[src/rtl/uart_tx_arbiter.sv]
`default_nettype none
// ============================================================================
// Module   : uart_tx_arbiter
// Purpose  : Round-robin sharing of one UART transmitter among NREQ byte
//            requesters; optional frame timeout when UART_ARB_TIMEOUT_EN is set.
// Revision : 1.0  initial release
// ============================================================================
module uart_tx_arbiter #(
  parameter int NREQ          = 4,
  parameter int IDW           = 2,
  parameter int TIMEOUT_TICKS = 16
) (
  input  logic              PCLK,
  input  logic              PRESETn,
  input  logic              enable,
  input  logic              flush,
  input  logic [NREQ-1:0]   req,
  input  logic [8*NREQ-1:0] req_data,
  output logic [NREQ-1:0]   gnt,
  output logic [NREQ-1:0]   ack,
  output logic [IDW-1:0]    cur_id,
  output logic              arb_busy,
  output logic              err,
  input  logic              baud_tick,
  input  logic              tx_busy,
  input  logic              tx_done,
  output logic              tx_en,
  output logic              tx_rst,
  output logic [7:0]        tx_data
);

  typedef enum logic [1:0] {
    IDLE = 2'd0,
    LOAD = 2'd1,
    SEND = 2'd2,
    DONE = 2'd3
  } state_t;

  state_t          r_state, w_state_nxt;
  logic [IDW-1:0]  r_last, w_last_nxt;
  logic            r_seen_busy, w_seen_busy_nxt;
  logic [NREQ-1:0] w_gnt_nxt, w_ack_nxt;
  logic [IDW-1:0]  w_cur_id_nxt;
  logic            w_err_nxt, w_tx_en_nxt, w_tx_rst_nxt;
  logic [7:0]      w_tx_data_nxt, w_sel_byte;
  logic            w_found, w_complete, w_timeout;
  logic [IDW-1:0]  w_winner;

  // First pending request strictly after the last served one, wrapping at NREQ
  always_comb begin : p_pick
    int idx;
    idx      = 0;
    w_found  = 1'b0;
    w_winner = '0;
    for (int k = 1; k <= NREQ; k++) begin
      idx = int'(r_last) + k;
      if (idx >= NREQ) idx = idx - NREQ;
      if (!w_found && ((req >> idx) & NREQ'(1)) != '0) begin
        w_found  = 1'b1;
        w_winner = IDW'(idx);
      end
    end
  end

  assign w_sel_byte = 8'(req_data >> (8 * w_winner));
  // A tx_done left over from the previous frame is ignored until busy was seen
  assign w_complete = r_seen_busy && !tx_busy && tx_done;

`ifdef UART_ARB_TIMEOUT_EN
  localparam int c_CNT_W = $clog2(TIMEOUT_TICKS + 1);
  logic [c_CNT_W-1:0] r_tick_cnt, w_tick_cnt_nxt;

  assign w_timeout = (r_state == SEND) && (r_tick_cnt == c_CNT_W'(TIMEOUT_TICKS));

  always_comb begin
    w_tick_cnt_nxt = r_tick_cnt;
    if (r_state == LOAD)
      w_tick_cnt_nxt = '0;
    else if (r_state == SEND && baud_tick && !w_timeout)
      w_tick_cnt_nxt = r_tick_cnt + c_CNT_W'(1);
  end

  always_ff @(posedge PCLK or negedge PRESETn) begin
    if (!PRESETn) r_tick_cnt <= '0;
    else          r_tick_cnt <= w_tick_cnt_nxt;
  end
`else
  localparam int c_unused_timeout = TIMEOUT_TICKS;
  logic w_unused_tick;
  assign w_unused_tick = baud_tick;
  assign w_timeout     = 1'b0;
`endif

  always_comb begin
    w_state_nxt     = r_state;
    w_last_nxt      = r_last;
    w_seen_busy_nxt = r_seen_busy;
    w_gnt_nxt       = gnt;
    w_ack_nxt       = '0;
    w_cur_id_nxt    = cur_id;
    w_err_nxt       = 1'b0;
    w_tx_en_nxt     = tx_en;
    w_tx_rst_nxt    = flush;
    w_tx_data_nxt   = tx_data;
    case (r_state)
      IDLE: if (enable && w_found) begin
        w_tx_data_nxt = w_sel_byte;
        w_gnt_nxt     = NREQ'(1) << w_winner;
        w_cur_id_nxt  = w_winner;
        w_state_nxt   = LOAD;
      end
      LOAD: begin
        w_tx_en_nxt     = 1'b1;
        w_seen_busy_nxt = 1'b0;
        w_state_nxt     = SEND;
      end
      SEND: begin
        if (tx_busy) w_seen_busy_nxt = 1'b1;
        if (w_complete) begin
          w_tx_en_nxt = 1'b0;
          w_ack_nxt   = NREQ'(1) << cur_id;
          w_state_nxt = DONE;
        end else if (w_timeout) begin
          w_tx_rst_nxt = 1'b1;
          w_tx_en_nxt  = 1'b0;
          w_ack_nxt    = NREQ'(1) << cur_id;
          w_err_nxt    = 1'b1;
          w_state_nxt  = DONE;
        end
      end
      DONE: begin
        w_last_nxt  = cur_id;
        w_gnt_nxt   = '0;
        w_state_nxt = IDLE;
      end
      default: w_state_nxt = IDLE;
    endcase
    // Abort keeps last grant so the flushed requester retains its priority
    if (flush && r_state != IDLE) begin
      w_state_nxt = IDLE;
      w_tx_en_nxt = 1'b0;
      w_gnt_nxt   = '0;
      w_ack_nxt   = '0;
      w_err_nxt   = 1'b0;
      w_last_nxt  = r_last;
    end
  end

  always_ff @(posedge PCLK or negedge PRESETn) begin
    if (!PRESETn) begin
      r_state     <= IDLE;
      r_last      <= IDW'(NREQ - 1);
      r_seen_busy <= 1'b0;
      gnt         <= '0;
      ack         <= '0;
      cur_id      <= '0;
      arb_busy    <= 1'b0;
      err         <= 1'b0;
      tx_en       <= 1'b0;
      tx_rst      <= 1'b0;
      tx_data     <= '0;
    end else begin
      r_state     <= w_state_nxt;
      r_last      <= w_last_nxt;
      r_seen_busy <= w_seen_busy_nxt;
      gnt         <= w_gnt_nxt;
      ack         <= w_ack_nxt;
      cur_id      <= w_cur_id_nxt;
      arb_busy    <= (w_state_nxt != IDLE);
      err         <= w_err_nxt;
      tx_en       <= w_tx_en_nxt;
      tx_rst      <= w_tx_rst_nxt;
      tx_data     <= w_tx_data_nxt;
    end
  end

endmodule
`default_nettype wire

[config.mk]
export PLATFORM = sky130hd
export DESIGN_NAME = uart_tx_arbiter
export DESIGN_NICKNAME = d
export VERILOG_FILES = /design/src/rtl/uart_tx_arbiter.sv
export SDC_FILE = /design/constraint.sdc
export NUM_CORES = 1
export LEC_CHECK = 0
export BUFFER_PORTS_ARGS = -buffer_cell sky130_fd_sc_hd__buf_4
export CORE_UTILIZATION = 48
export DETAILED_ROUTE_END_ITERATION = 16
export PLACE_DENSITY_LB_ADDON = 0.1
export RECOVER_POWER = 50
export SETUP_SLACK_MARGIN = 0.5
export SLEW_MARGIN = 20
export SYNTH_ARGS = -nofsm -noshare
export SYNTH_HDL_FRONTEND = slang
export SYNTH_SLANG_ARGS = --single-unit
[constraint.sdc]
create_clock -name PCLK -period 3.3 [get_ports PCLK]
set_input_delay 0.33 -clock PCLK [delete_from_list [all_inputs] [get_ports PCLK]]
set_output_delay 0.33 -clock PCLK [all_outputs]
set_load 0.01 [all_outputs]
==> results by group <==
Placement
  • Detail Placement HPWL: between 3000 and 4000 um
  • Final Wtd Congestion: 0.7640
  • Placement Cell Area: 2151 um2
  • # placed instances: 253
  • IO buf count: 62

Hold path
  • Hold Path Depth: 1
  • Worst hold path startpoint: flush
  • WHS Endpoint: tx_rst
  • Worst hold path type: in2reg

Detailed routing
  • DR DRC count: 0
  • ANT nets after route: 0
  • Pre-Repair DR Iteration Count: 3
  • Vias per cell: 5.378
  • Vias after detailed routing: 1409
  • Routed wire per std cell: between 10 and 15 um
  • DRT iter0 DRCs: 55
  • Total Wirelength: 3888 um

Run
  • Max Cap Viol: 0

Logic synthesis
  • Mapped cell area: 1653 um2
  • Syn_area_per_cell: 11.02 um2
  • Syn_nets: roughly 200
  • Sequential share of the synthesized area: 39.52%
  • Yosys synthesis warning count: 0
  • Yosys cell types: 42
  • Post-synthesis cell count: 150
  • #FFs+latches synth: 26

Worst setup path
  • R2r endpoint: tx_data[6]
  • Worst reg2reg path startpoint: r_last[1]
  • Worst r2r path cells: 7
  • Worst EP required: 3.54 ns
  • Crit path DAT: around 2.9 ns
  • R2r setup slk: 0.68 ns
  • Type of origin of the critical path: register
  • Crit Path Class: reg2reg
  • CP max FO: 6
  • CP endpoint kind: register

Die
  • Ports: 65
  • Die Ht: 60.68 um
  • Die area: roughly 3700 um2
  • Core area: 3153 um2
  • Row count: 20
  • Die X: 60.68 um
  • Initial Utilization: 52.42%

Global route
  • Initial antenna violation count: 0
  • First-pass GRT wire length: 5885 um
  • Largest net degree at the start of global routing: 27
  • Total grt overflow: 0
  • Vias in the first global route: 1379
  • Total track usage: approximately 22%

Clock tree
  • Clock sink count: 26
  • Clock slew at reported path FFs: 0.13 ns
  • Clk root buf: clkbuf_4
  • H-tree Lvls: 1
  • Bufs on Longest Clock Path: 2
  • Clock latency on the worst-skew pair: 0.32 ns
  • CTS buffer count: 3
  • CTS tree: done

Power and ir drop
  • PwrDens: roughly 990 nW/um2
  • Static leakage: 0.001083 uW
  • IR Drop Worst-Case VDD: 0.0004887 V

STA
  • Fmax: roughly 380 MHz
  • Minimum clock period: 2.623 ns
  • Hold Vio Cnt, Final: 0
  • Setup TNS: 0 ns
  • RSZ-0062 raised after global routing: no
  • Slew HR: 8.784%
  • Hold slack: 0.1683 ns
  • Final Setup Violations: 0
  • Final clock skew: 0.006022 ns
  • Period utilisation layout: 79.50%
  • Worst Tran Pin Value: 1.368 ns
  • Final Max Slew Viols: 0

Status
  • Status: completed

Cells and area
  • Antenna cells: 0
  • Final Util: 70.75%
  • Layout cells sized above 1: 40.83%
  • Area Growth Syn to Fin: 34.97%
  • Post-route cell area: 2231 um2
  • Fin cells: 262
  • Final net count: 271
worst max-delay path, cell delays in order, from the launching register on:
cell and delay, ns:
dfstp_2 0.61, inv_1 0.11, ha_1 0.35, o311ai_0 0.44, o311ai_2 0.21, a32o_1 0.39, buf_4 0.21, a221oi_2 0.23
cells by family (layout without fill, tap and decap cells):
logic type | Yosys count | in the layout | share of synthesized area (%)
other | 1 | 1 | 0.2269
muxes | 24 | 24 | 16.12
and+or+nand+nor | 38 | 38 | 11.66
buffers and inverters | 18 | 86 | 6.056
DFF | 26 | 26 | 39.52
adders and majority gates | 9 | 9 | 6.813
AOI/OAI and AO/OA | 34 | 34 | 19.61
layout make-up:
type	count	area [um2]
clock buffers	3	22.52
clock inverters	1	30.03
fillers	268	922.1
inverters	11	41.29
multi-input cells	106	918.4
flip-flops and latches	26	653.1
well taps	44	55.05
repair buffers	71	510.5
worst max-delay path by stage:
stage                     startpoint         end  slack [ns]  depth (start not counted)
after floorplan            r_last[0]  tx_data[0]        0.82                         10
after global placement     r_last[0]  tx_data[3]        0.50                          9
after detailed placement   r_last[0]  tx_data[2]        0.39                          9
after CTS                  r_last[1]  tx_data[2]        0.61                          9
after global routing       r_last[1]  tx_data[3]        0.53                          9
final                      r_last[1]  tx_data[6]        0.68                          7
power by group:
part / switching, uW / leakage [uW] / internal, uW
sequential: 89.7 / 0.000314 / 455
clock: 90.0 / 0.0000279 / 123
combinational: 746 / 0.000742 / 714
per-layer routing:
metal | share of wire, % | track usage [%]
met1 | 39 | 23.55
met3 | 2.3 | 2.559
met4 | 1.5 | 8.117
met5 | 0 | 0
met2 | 58 | 44.74
timing repair:
item | CTS | global route
endpoints found under the hold margin | 24 | 0
resized for setup | 2 | 3
buffers inserted | 1 | 3
hold buffers | 1 | 0
setup endpoints to repair | 10 | 9
through the flow:
stage | total power (uW) | worst slack (ns)
6_report | 2218 | 0.6766
2_1_floorplan | 1578 | 0.8153
3_5_place_dp | 1938 | 0.3869
3_3_place_gp | 1879 | 0.5026
5_1_grt | 2381 | 0.5308
4_1_cts | 2181 | 0.6126
cells in the final DEF, fill, tap and decap left out, drive strengths merged, types with 2 or more instances in the layout:
cell	n
buf	60
dfrtp	24
mux2i	21
nor2	14
clkbuf	13
inv	11
nand2	9
ha	9
a221oi	8
a21oi	6
nor3	5
o21ai	5
a32o	3
mux2	2
nor2b	2
o21bai	2
a22o	2
dfstp	2
or2	2
o311ai	2
synth_stat cells, drive strengths merged:
cell | count | area, um2
nand2 | 9 | 33.78
o2111a | 1 | 11.26
nor2 | 14 | 52.55
buf | 7 | 58.80
a32o | 3 | 30.03
a22o | 2 | 17.52
nor3b | 1 | 7.510
inv | 11 | 41.29
nand3b | 1 | 7.510
nand3 | 1 | 5.000
dfrtp | 24 | 600.6
and4b | 1 | 13.76
or2 | 2 | 12.52
o21bai | 2 | 15.01
mux2 | 2 | 30.03
a211oi | 1 | 7.510
mux2i | 21 | 214.0
dfstp | 2 | 52.55
nor2b | 2 | 12.51
or3 | 1 | 11.26
a21bo | 1 | 10.01
conb | 1 | 3.750
o2bb2ai | 1 | 15.01
and2 | 1 | 6.260
o21ai | 5 | 25.02
ha | 9 | 112.6
o311ai | 2 | 17.52
a21oi | 6 | 33.78
a2bb2oi | 1 | 15.01
a221oi | 8 | 120.1
nor3 | 5 | 30.03
mux4 | 1 | 22.52
o22ai | 1 | 6.260
sequential cells by signal, summed over array words and instances, names as in the netlist:
register	flops
cur_id	2
r_seen_busy	1
r_last	2
tx_en	1
ack	4
r_state	2
tx_data	8
gnt	4
tx_rst	1
arb_busy	1
Note: power is estimated with default switching activity, not from simulation.
